<file path="src/rtl/timer_ctrl_pkg.sv">
// Shared constants for the timer controller: register map, field positions
// and sequencing FSM states.
package timer_ctrl_pkg;

   localparam logic [1:0] ADDR_LOAD   = 2'd0;
   localparam logic [1:0] ADDR_CTRL   = 2'd1;
   localparam logic [1:0] ADDR_STATUS = 2'd2;
   localparam logic [1:0] ADDR_COUNT  = 2'd3;

   localparam int CTRL_EN      = 0;
   localparam int CTRL_MODE    = 1;
   localparam int CTRL_IE      = 2;
   localparam int CTRL_PRE_LSB = 4;

   localparam int STAT_DONE    = 0;
   localparam int STAT_RUNNING = 1;
   localparam int STAT_OVR     = 2;

   typedef enum logic [1:0] {
      ST_IDLE   = 2'd0,
      ST_LOAD   = 2'd1,
      ST_RUN    = 2'd2,
      ST_EXPIRE = 2'd3
   } state_e;

endpackage

</file>
<file path="src/rtl/timer_prescaler.sv">
// Count-enable divider: tick once every div+1 cycles, restarting from zero
// whenever clear is held.
module timer_prescaler #(
   parameter int PRE_W = 4
) (
   input  logic             clk,
   input  logic             rst,
   input  logic             clear,
   input  logic [PRE_W-1:0] div,
   output logic             tick
);

   logic [PRE_W-1:0] cnt_r;

   // >= keeps the divider from running away if div shrinks mid-count
   assign tick = (cnt_r >= div);

   // Divider counter
   always_ff @(posedge clk or posedge rst) begin
      if (rst) begin
         cnt_r <= {PRE_W{1'b0}};
      end else if (clear || tick) begin
         cnt_r <= {PRE_W{1'b0}};
      end else begin
         cnt_r <= cnt_r + {{(PRE_W-1){1'b0}}, 1'b1};
      end
   end

endmodule

</file>
<file path="src/rtl/timer_apb_ctrl.sv">
// APB register block and sequencing FSM for the 8-bit timer datapath.
// Optional prescaler: define TIMER_CTRL_PRESCALE_EN to implement CTRL[7:4].
module timer_apb_ctrl
   import timer_ctrl_pkg::*;
#(
   parameter int DW    = 8,
   parameter int PRE_W = 4
) (
   input  logic          PCLK,
   input  logic          PRESET,
   input  logic          PSEL,
   input  logic          PENABLE,
   input  logic          PWRITE,
   input  logic [1:0]    PADDR,
   input  logic [DW-1:0] PWDATA,
   output logic [DW-1:0] PRDATA,
   output logic          PREADY,
   output logic [DW-1:0] timer_in,
   output logic          load,
   output logic          c_enable,
   input  logic [DW-1:0] count_val,
   input  logic          trig,
   output logic          irq
);

   state_e           state_r, state_n;
   logic [DW-1:0]    load_r, prdata_r, ctrl_rd_s, stat_rd_s;
   logic             en_r, mode_r, ie_r, done_r, ovr_r, irq_r;
   logic             en_n, ie_n, done_n, ovr_n;
   logic [PRE_W-1:0] pre_rd_s;
   logic             tick_s;
   logic             wr_s, rd_s, load_wr_s, ctrl_wr_s, stat_wr_s;

   assign wr_s      = PSEL & PENABLE & PWRITE;
   assign rd_s      = PSEL & ~PENABLE & ~PWRITE;
   assign load_wr_s = wr_s & (PADDR == ADDR_LOAD);
   assign ctrl_wr_s = wr_s & (PADDR == ADDR_CTRL);
   assign stat_wr_s = wr_s & (PADDR == ADDR_STATUS);

`ifdef TIMER_CTRL_PRESCALE_EN
   logic [PRE_W-1:0] pre_r;

   // Prescale field of CTRL
   always_ff @(posedge PCLK or posedge PRESET) begin
      if (PRESET) begin
         pre_r <= {PRE_W{1'b0}};
      end else if (ctrl_wr_s) begin
         pre_r <= PWDATA[CTRL_PRE_LSB +: PRE_W];
      end else begin
         pre_r <= pre_r;
      end
   end

   assign pre_rd_s = pre_r;

   timer_prescaler #(.PRE_W(PRE_W)) u_prescaler (
      .clk   (PCLK),
      .rst   (PRESET),
      .clear (state_r != ST_RUN),
      .div   (pre_r),
      .tick  (tick_s)
   );
`else
   assign pre_rd_s = {PRE_W{1'b0}};
   assign tick_s   = 1'b1;
`endif

   // Sequencer next state; expiry outranks a same-cycle EN-clear write
   always_comb begin
      state_n = state_r;
      case (state_r)
         ST_IDLE:   if (ctrl_wr_s && PWDATA[CTRL_EN]) state_n = ST_LOAD;
                    else                              state_n = ST_IDLE;
         ST_LOAD:   if (load_r == {DW{1'b0}})         state_n = ST_EXPIRE;
                    else                              state_n = ST_RUN;
         ST_RUN:    if (trig)                         state_n = ST_EXPIRE;
                    else if (!en_r || (ctrl_wr_s && !PWDATA[CTRL_EN]))
                                                      state_n = ST_IDLE;
                    else                              state_n = ST_RUN;
         ST_EXPIRE: if (mode_r && en_r)               state_n = ST_LOAD;
                    else                              state_n = ST_IDLE;
         default:                                     state_n = ST_IDLE;
      endcase
   end

   // Next values of CTRL/STATUS flags; hardware set beats W1C clear
   always_comb begin
      en_n   = en_r;
      ie_n   = ie_r;
      done_n = done_r;
      ovr_n  = ovr_r;
      if (state_r == ST_EXPIRE && state_n == ST_IDLE) en_n = 1'b0;
      else if (ctrl_wr_s)                             en_n = PWDATA[CTRL_EN];
      else                                            en_n = en_r;
      if (ctrl_wr_s) ie_n = PWDATA[CTRL_IE];
      else           ie_n = ie_r;
      if (state_r == ST_EXPIRE)                     done_n = 1'b1;
      else if (stat_wr_s && PWDATA[STAT_DONE])      done_n = 1'b0;
      else                                          done_n = done_r;
      if (state_r == ST_EXPIRE && done_r)           ovr_n = 1'b1;
      else if (stat_wr_s && PWDATA[STAT_OVR])       ovr_n = 1'b0;
      else                                          ovr_n = ovr_r;
   end

   // Read-back images of CTRL and STATUS
   always_comb begin
      ctrl_rd_s                            = {DW{1'b0}};
      ctrl_rd_s[CTRL_EN]                   = en_r;
      ctrl_rd_s[CTRL_MODE]                 = mode_r;
      ctrl_rd_s[CTRL_IE]                   = ie_r;
      ctrl_rd_s[CTRL_PRE_LSB +: PRE_W]     = pre_rd_s;
      stat_rd_s                            = {DW{1'b0}};
      stat_rd_s[STAT_DONE]                 = done_r;
      stat_rd_s[STAT_RUNNING]              = (state_r != ST_IDLE);
      stat_rd_s[STAT_OVR]                  = ovr_r;
   end

   // State and register file
   always_ff @(posedge PCLK or posedge PRESET) begin
      if (PRESET) begin
         state_r <= ST_IDLE;
         load_r  <= {DW{1'b0}};
         en_r    <= 1'b0;
         mode_r  <= 1'b0;
         ie_r    <= 1'b0;
         done_r  <= 1'b0;
         ovr_r   <= 1'b0;
         irq_r   <= 1'b0;
      end else begin
         state_r <= state_n;
         load_r  <= load_wr_s ? PWDATA : load_r;
         mode_r  <= ctrl_wr_s ? PWDATA[CTRL_MODE] : mode_r;
         en_r    <= en_n;
         ie_r    <= ie_n;
         done_r  <= done_n;
         ovr_r   <= ovr_n;
         irq_r   <= ie_n & done_n;
      end
   end

   // Read data captured at the end of the setup phase, held otherwise
   always_ff @(posedge PCLK or posedge PRESET) begin
      if (PRESET) begin
         prdata_r <= {DW{1'b0}};
      end else if (rd_s) begin
         case (PADDR)
            ADDR_LOAD:   prdata_r <= load_r;
            ADDR_CTRL:   prdata_r <= ctrl_rd_s;
            ADDR_STATUS: prdata_r <= stat_rd_s;
            ADDR_COUNT:  prdata_r <= count_val;
            default:     prdata_r <= {DW{1'b0}};
         endcase
      end else begin
         prdata_r <= prdata_r;
      end
   end

   assign PRDATA   = prdata_r;
   assign PREADY   = 1'b1;
   assign timer_in = load_r;
   assign load     = (state_r == ST_LOAD);
   assign c_enable = (state_r == ST_RUN) & tick_s;
   assign irq      = irq_r;

endmodule

</file>
<file path="config.mk">
export PLATFORM = sky130hd
export DESIGN_NAME = timer_apb_ctrl
export DESIGN_NICKNAME = d
export VERILOG_FILES = /design/src/rtl/timer_ctrl_pkg.sv /design/src/rtl/timer_prescaler.sv /design/src/rtl/timer_apb_ctrl.sv
export SDC_FILE = /design/constraint.sdc
export NUM_CORES = 1
export LEC_CHECK = 0
export CORE_ASPECT_RATIO = 1.1
export CORE_UTILIZATION = 43
export DETAILED_ROUTE_END_ITERATION = 10
export GPL_ROUTABILITY_DRIVEN = 0
export GPL_TIMING_DRIVEN = 0
export PLACE_DENSITY = 0.79
export RECOVER_POWER = 100
export SYNTH_ARGS = -nofsm -noshare
export SYNTH_HDL_FRONTEND = slang
export SYNTH_HIERARCHICAL = 1
export SYNTH_SLANG_ARGS = --single-unit
export TNS_END_PERCENT = 30
</file>
<file path="constraint.sdc">
create_clock -name PCLK -period 1.7 [get_ports PCLK]
set_clock_uncertainty 0.1 [all_clocks]
set_input_delay 0.34 -clock PCLK [delete_from_list [all_inputs] [get_ports PCLK]]
set_output_delay 0.34 -clock PCLK [all_outputs]
set_load 0.01 [all_outputs]
</file>
==> results of run 1 <==
## what timing repair did
action,in CTS,in global routing
setup buffers,2,0
gates resized for setup,16,10
endpoints found under the setup margin,14,13
## layout by cell type (no fill, tap or decap), drive strengths merged
| cell | instances |
|---|---|
| a21boi | 1 |
| a21oi | 10 |
| a22oi | 5 |
| a32o | 1 |
| a32oi | 1 |
| a41oi | 1 |
| and2 | 1 |
| and2b | 1 |
| and3 | 1 |
| buf | 7 |
| clkbuf | 7 |
| clkdlybuf4s25 | 7 |
| clkdlybuf4s50 | 23 |
| conb | 1 |
| dfrtp | 24 |
| dlygate4sd2 | 7 |
| dlygate4sd3 | 1 |
| inv | 1 |
| mux2 | 12 |
| mux4 | 3 |
| nand2 | 5 |
| nand2b | 1 |
| nand3 | 5 |
| nand4b | 1 |
| nor2 | 7 |
| nor2b | 3 |
| nor3 | 3 |
| nor3b | 1 |
| nor4 | 1 |
| o21ai | 2 |
| or2 | 1 |
## report_power, final
group	switching (W)	internal, W
sequential	0.000135	0.000735
combinational	0.000295	0.000406
clock	0.000176	0.000131
## registers in the layout (all words and copies together) (netlist names)
signal    count
PRDATA        8
done_r        1
en_r          1
ie_r          1
irq           1
mode_r        1
ovr_r         1
state_r       2
timer_in      8
## cell type report
type,count,area [um^2]
Buffer,6,38.8
Clock buffer,4,36.3
Fill cell,223,891
Inverter,1,3.75
Multi-Input combinational cell,68,514
Sequential cell,24,602
Tap cell,31,38.8
Timing Repair Buffer,42,395
## per-stage QoR
stage,worst slack [ps],hold slack [ps],instances,TNS [ps]
finish,43.4,369,176,0
global route,3.74,416,176,0
CTS,6.07,362,176,0
detailed placement,-351,380,170,-4320
global placement,-309,379,170,-3450
floorplan,124,255,99,0
## cells in the mapped netlist, drive strengths merged
library cell / number
clkbuf: 1
nor3b: 1
a22oi: 5
nor4: 1
nor2b: 3
conb: 1
nand3: 5
a21oi: 10
nand4b: 1
nor2: 7
mux2: 12
mux4: 3
a32o: 1
nor3: 3
a41oi: 1
inv: 1
nand2: 5
and2b: 1
o21ai: 2
and3: 1
nand2b: 1
dfrtp: 24
buf: 5
a32oi: 1
or2: 1
and2: 1
a21boi: 1
## final timing paths
kind | from | end | slack [ps] | depth (start not counted)
hold / removal | PADDR[0] | ie_r$_DFF_PP0_ | 370 | 4
hold reg to reg | ovr_r$_DFFE_PP0P_ | ovr_r$_DFFE_PP0P_ | 410 | 1
setup / recovery | PRDATA[6]$_DFFE_PP0P_ | PRDATA[6] | 40 | 1
setup reg to reg | state_r[0]$_DFF_PP0_ | PRDATA[1]$_DFFE_PP0P_ | 60 | 3
min in group asynchronous | PRESET | PRDATA[3]$_DFFE_PP0P_ | 540 | 2
max in group asynchronous | PRESET | state_r[0]$_DFF_PP0_ | 340 | 2
## tightest hold or removal path, cell delays in order
cell,delay [ps]
buf_2,160
nand2b_1,100
o21ai_0,90
nand2_1,70
## per-layer routing
metal  GRT usage  share of wire
met1       0.251           0.43
met2       0.353           0.51
met3      0.0271          0.038
met4       0.108          0.018
met5           0              0
## kinds of logic after synthesis
| family | Yosys count | synth area share |
|---|---|---|
| buf+inv | 7 | 0.0359 |
| compound gates | 21 | 0.115 |
| other cells | 1 | 0.00326 |
| simple gates | 31 | 0.145 |
| mux | 15 | 0.179 |
| flops | 24 | 0.522 |
==> results.ini, run 1 <==
[status]
status = finished, final reports clean

[critical_path]
worst-path-buf-inv = 1
worstPathArrival_ps = 1220
startpoint_type = flop
critical_path.cell_chain = clkdlybuf4s50_1
cpLargestDelayFamily = buffers and inverters
max_stage_delay_ps = 530
cp_max_fo = 2
crit_slowest_cell = clkdlybuf4s50_1
required_ps = 1260
path_class = reg2out
cp-end-kind = primary output

[layout]
stdcell_area_um2 = 1630
num_antenna_cells = 0
fin_nets = 170
areaGrowthSynthToFinish_pct = 41.5
drive_gt1_frac = 0.221
finish.utilization = 0.646

[sta]
rsz0062_at_grt = no
max_freq_ghz = 0.604
tightest_slew_ps = 921
drv_slew = 0
slew_headroom = 0.385
period_share = 0.974
finalSetupViolations = 0
fin_crit_ps = 1660
hold_violations = 0

[global_routing]
overflow = 0
grt_use_total = 0.207
grt_max_degree = 25
grt_pass1_vias = 990
antenna_found_initial = 0
grt_first_pass_wirelength_mm = 4.36

[drt]
route.detailed.drc = 0
dr.pass1.iters = 5
drt_iter0_markers = 14
avgViaCountPerCell = 5.44
ant_nets = 0
avgRoutedWirePerCell_um = 15.3
via_count = 957
drt_wl_total_mm = 2.68

[floorplan]
start_util = 0.457
fp.dieH_um = 56.3
top_level_ports = 44
coreArea_um2 = 2520
num_rows = 19
dieWidth_um = 51.3
dieArea_um2 = 2890

[cts]
cts.clk_slew.worst_paths_ps = 130
clk_latency_ps = 320
clock_path_buffers = 2
cts_tree = yes
cts_inserted_buffers = 3
ctsHoldBuffers = 0
cts-root-buf = clkbuf_4
numClockSinks = 24
htreeDepth = 1

[synth]
ys_top_cells_by_area = dfrtp_1, mux2_2, mux4_2
synth.distinct_cells = 32
netlist_area_um2 = 1150
yosysSeqAreaShare = 0.522
ys_ff_latch = 24
syn_nets = 123
avgSynthCellArea_um2 = 11.6
yosys.area.top_type = dfrtp_1
syn_inst = 99
yosysWarnings = 6
synth_top_area_frac = 0.522

[power]
p_leak_nw = 0.688
p_per_area_nw_per_um2 = 1150
power_w = 0.00188
ir_worst_vdd_mv = 0.751

[placed_design]
placed_area_um2 = 1590
io_buffers = 40
place.detailed.hpwl_mm = 2.03

[run]
drv_cap = 0

[worst_hold_path]
min_path_type = in2reg

No activity file was read; power rests on OpenSTA's default activity.
==> run 2: changes to the inputs <==
Settings changed: CAP_MARGIN set to 30, CELL_PAD_IN_SITES_DETAIL_PLACEMENT set to 1, CELL_PAD_IN_SITES_GLOBAL_PLACEMENT set to 2, CORE_UTILIZATION 43 to 26, GPL_TIMING_DRIVEN 0 to unset, PLACE_DENSITY 0.79 to unset, PLACE_DENSITY_LB_ADDON set to 0.1.
==> results.ini, run 2 (synthesis gave the netlist of run 1 again) <==
[critical_path]
max_stage_delay_ps = 560  ; was 530 ps
worst-path-buf-inv = 1  ; unchanged
reg2reg_to = PRDATA[1]$_DFFE_PP0P_  ; unchanged
startpoint_type = flop  ; unchanged
path_class = reg2out  ; unchanged
required_ps = 1260  ; about the same
cp-end-kind = primary output  ; unchanged
worstPathArrival_ps = 1220  ; about the same
cp_max_fo = 4  ; was 2
worstRegToRegCells = 3  ; unchanged
crit_slowest_cell = clkdlybuf4s50_1  ; unchanged
critical_path.cell_chain = clkdlybuf4s50_1  ; unchanged
crit_start = timer_in[7]$_DFFE_PP0P_  ; was PRDATA[6]$_DFFE_PP0P_
cpLargestDelayFamily = buffers and inverters  ; unchanged
rrSetupSlack_ps = 40  ; was 60 ps
r2r-start = state_r[0]$_DFF_PP0_  ; unchanged

[power]
ir_worst_vdd_mv = 0.597  ; was 0.751 mV
intPower_w = 0.00136  ; was 0.00127 W
p_seq_frac = 0.442  ; was 0.463
clkPwrFrac = 0.173  ; was 0.164
power_w = 0.00199  ; was 0.00188 W
p_sw_w = 0.000630  ; was 0.000607 W
swShare = 0.317  ; was 0.323
p_per_area_nw_per_um2 = 1140  ; was 1150 nW/um^2
pwr-share-comb = 0.386  ; was 0.373
p_leak_nw = 0.736  ; was 0.688 nW

[layout]
fillers = 479  ; was 223
fin_cells = 206  ; was 176
areaGrowthSynthToFinish_pct = 50.9  ; was 41.5%
stdcell_area_um2 = 1740  ; was 1630 um^2
layout_common_cells = clkdlybuf4s50_1, dfrtp_1, buf_4  ; was dfrtp_1, clkdlybuf4s50_1, a21oi_1, mux2_2
layout_commonest_cell = clkdlybuf4s50_1
fin_nets = 178  ; was 170
num_antenna_cells = 0  ; unchanged
drive_gt1_frac = 0.217  ; was 0.221

[worst_hold_path]
hold_end = PRDATA[1]$_DFFE_PP0P_  ; was ie_r$_DFF_PP0_
hp-start = PRDATA[1]$_DFFE_PP0P_  ; was PADDR[0]
min_path_type = reg2reg  ; was in2reg
whs_path_depth = 1  ; was 4

[cts]
numClockSinks = 24  ; unchanged
cts.clk_slew.worst_paths_ps = 80  ; was 130 ps
clk_latency_ps = 270  ; was 320 ps
ctsHoldBuffers = 0  ; unchanged
htreeDepth = 1  ; unchanged
cts-root-buf = clkbuf_8  ; was clkbuf_4
cts_tree = yes  ; unchanged
clock_path_buffers = 2  ; unchanged
cts_inserted_buffers = 3  ; unchanged

[sta]
hold_violations = 0  ; unchanged
tightest_slew_ps = 617  ; was 921 ps
slew_headroom = 0.588  ; was 0.385
max_freq_ghz = 0.602  ; was 0.604 GHz
drv_slew = 0  ; unchanged
fin_crit_ps = 1660  ; about the same
finalSetupViolations = 0  ; unchanged
tns_ps = 0  ; unchanged
whs_ps = 418  ; was 369 ps
period_share = 0.978  ; was 0.974
rsz0062_at_grt = no  ; unchanged

[drt]
drt_wl_total_mm = 3.07  ; was 2.68 mm
route.detailed.drc = 0  ; unchanged
avgViaCountPerCell = 4.75  ; was 5.44
via_count = 979  ; was 957
drt_iter0_markers = 17  ; was 14
dr.pass1.iters = 4  ; was 5
ant_nets = 0  ; unchanged
avgRoutedWirePerCell_um = 14.9  ; was 15.3 um

[status]
status = finished, final reports clean  ; unchanged

[global_routing]
grt_pass1_vias = 1017  ; was 990
grt_first_pass_wirelength_mm = 5.11  ; was 4.36 mm
antenna_found_initial = 0  ; unchanged
grt_use_total = 0.144  ; was 0.207
overflow = 0  ; unchanged
grt_max_degree = 25  ; unchanged

[floorplan]
top_level_ports = 44  ; unchanged
dieWidth_um = 65.4  ; was 51.3 um
coreArea_um2 = 4290  ; was 2520 um^2
num_rows = 25  ; was 19
start_util = 0.269  ; was 0.457
fp.dieH_um = 71.8  ; was 56.3 um
dieArea_um2 = 4700  ; was 2890 um^2

[placed_design]
io_buffers = 42  ; was 40
place_inst = 201  ; was 170
place.detailed.hpwl_mm = 2.46  ; was 2.03 mm
placed_area_um2 = 1700  ; was 1590 um^2

[run]
drv_cap = 0  ; unchanged

-- run 2: changes by cell type in the layout (fill, tap and decap cells not counted), sizes merged --
cell	before	now
dlymetal6s2s	0	1
dlygate4sd3	1	2
clkdlybuf4s50	23	30
buf	7	11
clkbuf	7	6
clkdlybuf4s25	7	3
dlygate4sd2	7	6
-- run 2: stage by stage --
step,setup slack (ps),utilization
6_report,37.9,0.405
5_1_grt,1.62,0.405
4_1_cts,4.54,0.406
3_5_place_dp,-320,0.398
3_3_place_gp,-253,0.398
2_1_floorplan,124,-
-- run 2: area by class of cell --
cell class                      instances  area, um^2  area share
Sequential cell                        24         601       0.346
Multi-Input combinational cell         68         512       0.295
Timing Repair Buffer                   56         512       0.295
Tap cell                               54        67.6      0.0389
Clock buffer                            3        41.3      0.0238
Inverter                                1        3.75     0.00216
-- run 2: power groups by stage --
stage / sequential [W] / clock, W / combinational (W)
after floorplan: 0.000900 / 0 / 0.000341
after global placement: 0.000894 / 0 / 0.000780
after detailed placement: 0.000896 / 0 / 0.000797
after CTS: 0.000887 / 0.000358 / 0.000776
after global routing: 0.000908 / 0.000377 / 0.000837
final: 0.000877 / 0.000343 / 0.000766
-- run 2: per-layer routing --
| layer | vias to the layer above | share of wire | GRT usage |
|---|---|---|---|
| met5 | - | 0 | 0 |
| met4 | 0 | 0.012 | 0.0507 |
| met3 | 4 | 0.029 | 0.0207 |
| met2 | 18 | 0.53 | 0.247 |
| met1 | 490 | 0.43 | 0.184 |
| li1 | 467 | - | - |
-- run 2: repair_timing --
action / in CTS / in global routing
setup buffers: 0 / 2
endpoints found under the setup margin: 6 / 8
resized for setup: 8 / 5
-- run 2: how the worst max path moves through the flow --
stage,to,slack (ps),cells after the start
after global routing,load,2,2
after detailed placement,PRDATA[0]$_DFFE_PP0P_,-320,3
after floorplan,PRDATA[1]$_DFFE_PP0P_,120,4
final,timer_in[7],40,1
after global placement,PRDATA[0]$_DFFE_PP0P_,-250,3
after CTS,timer_in[5],5,1
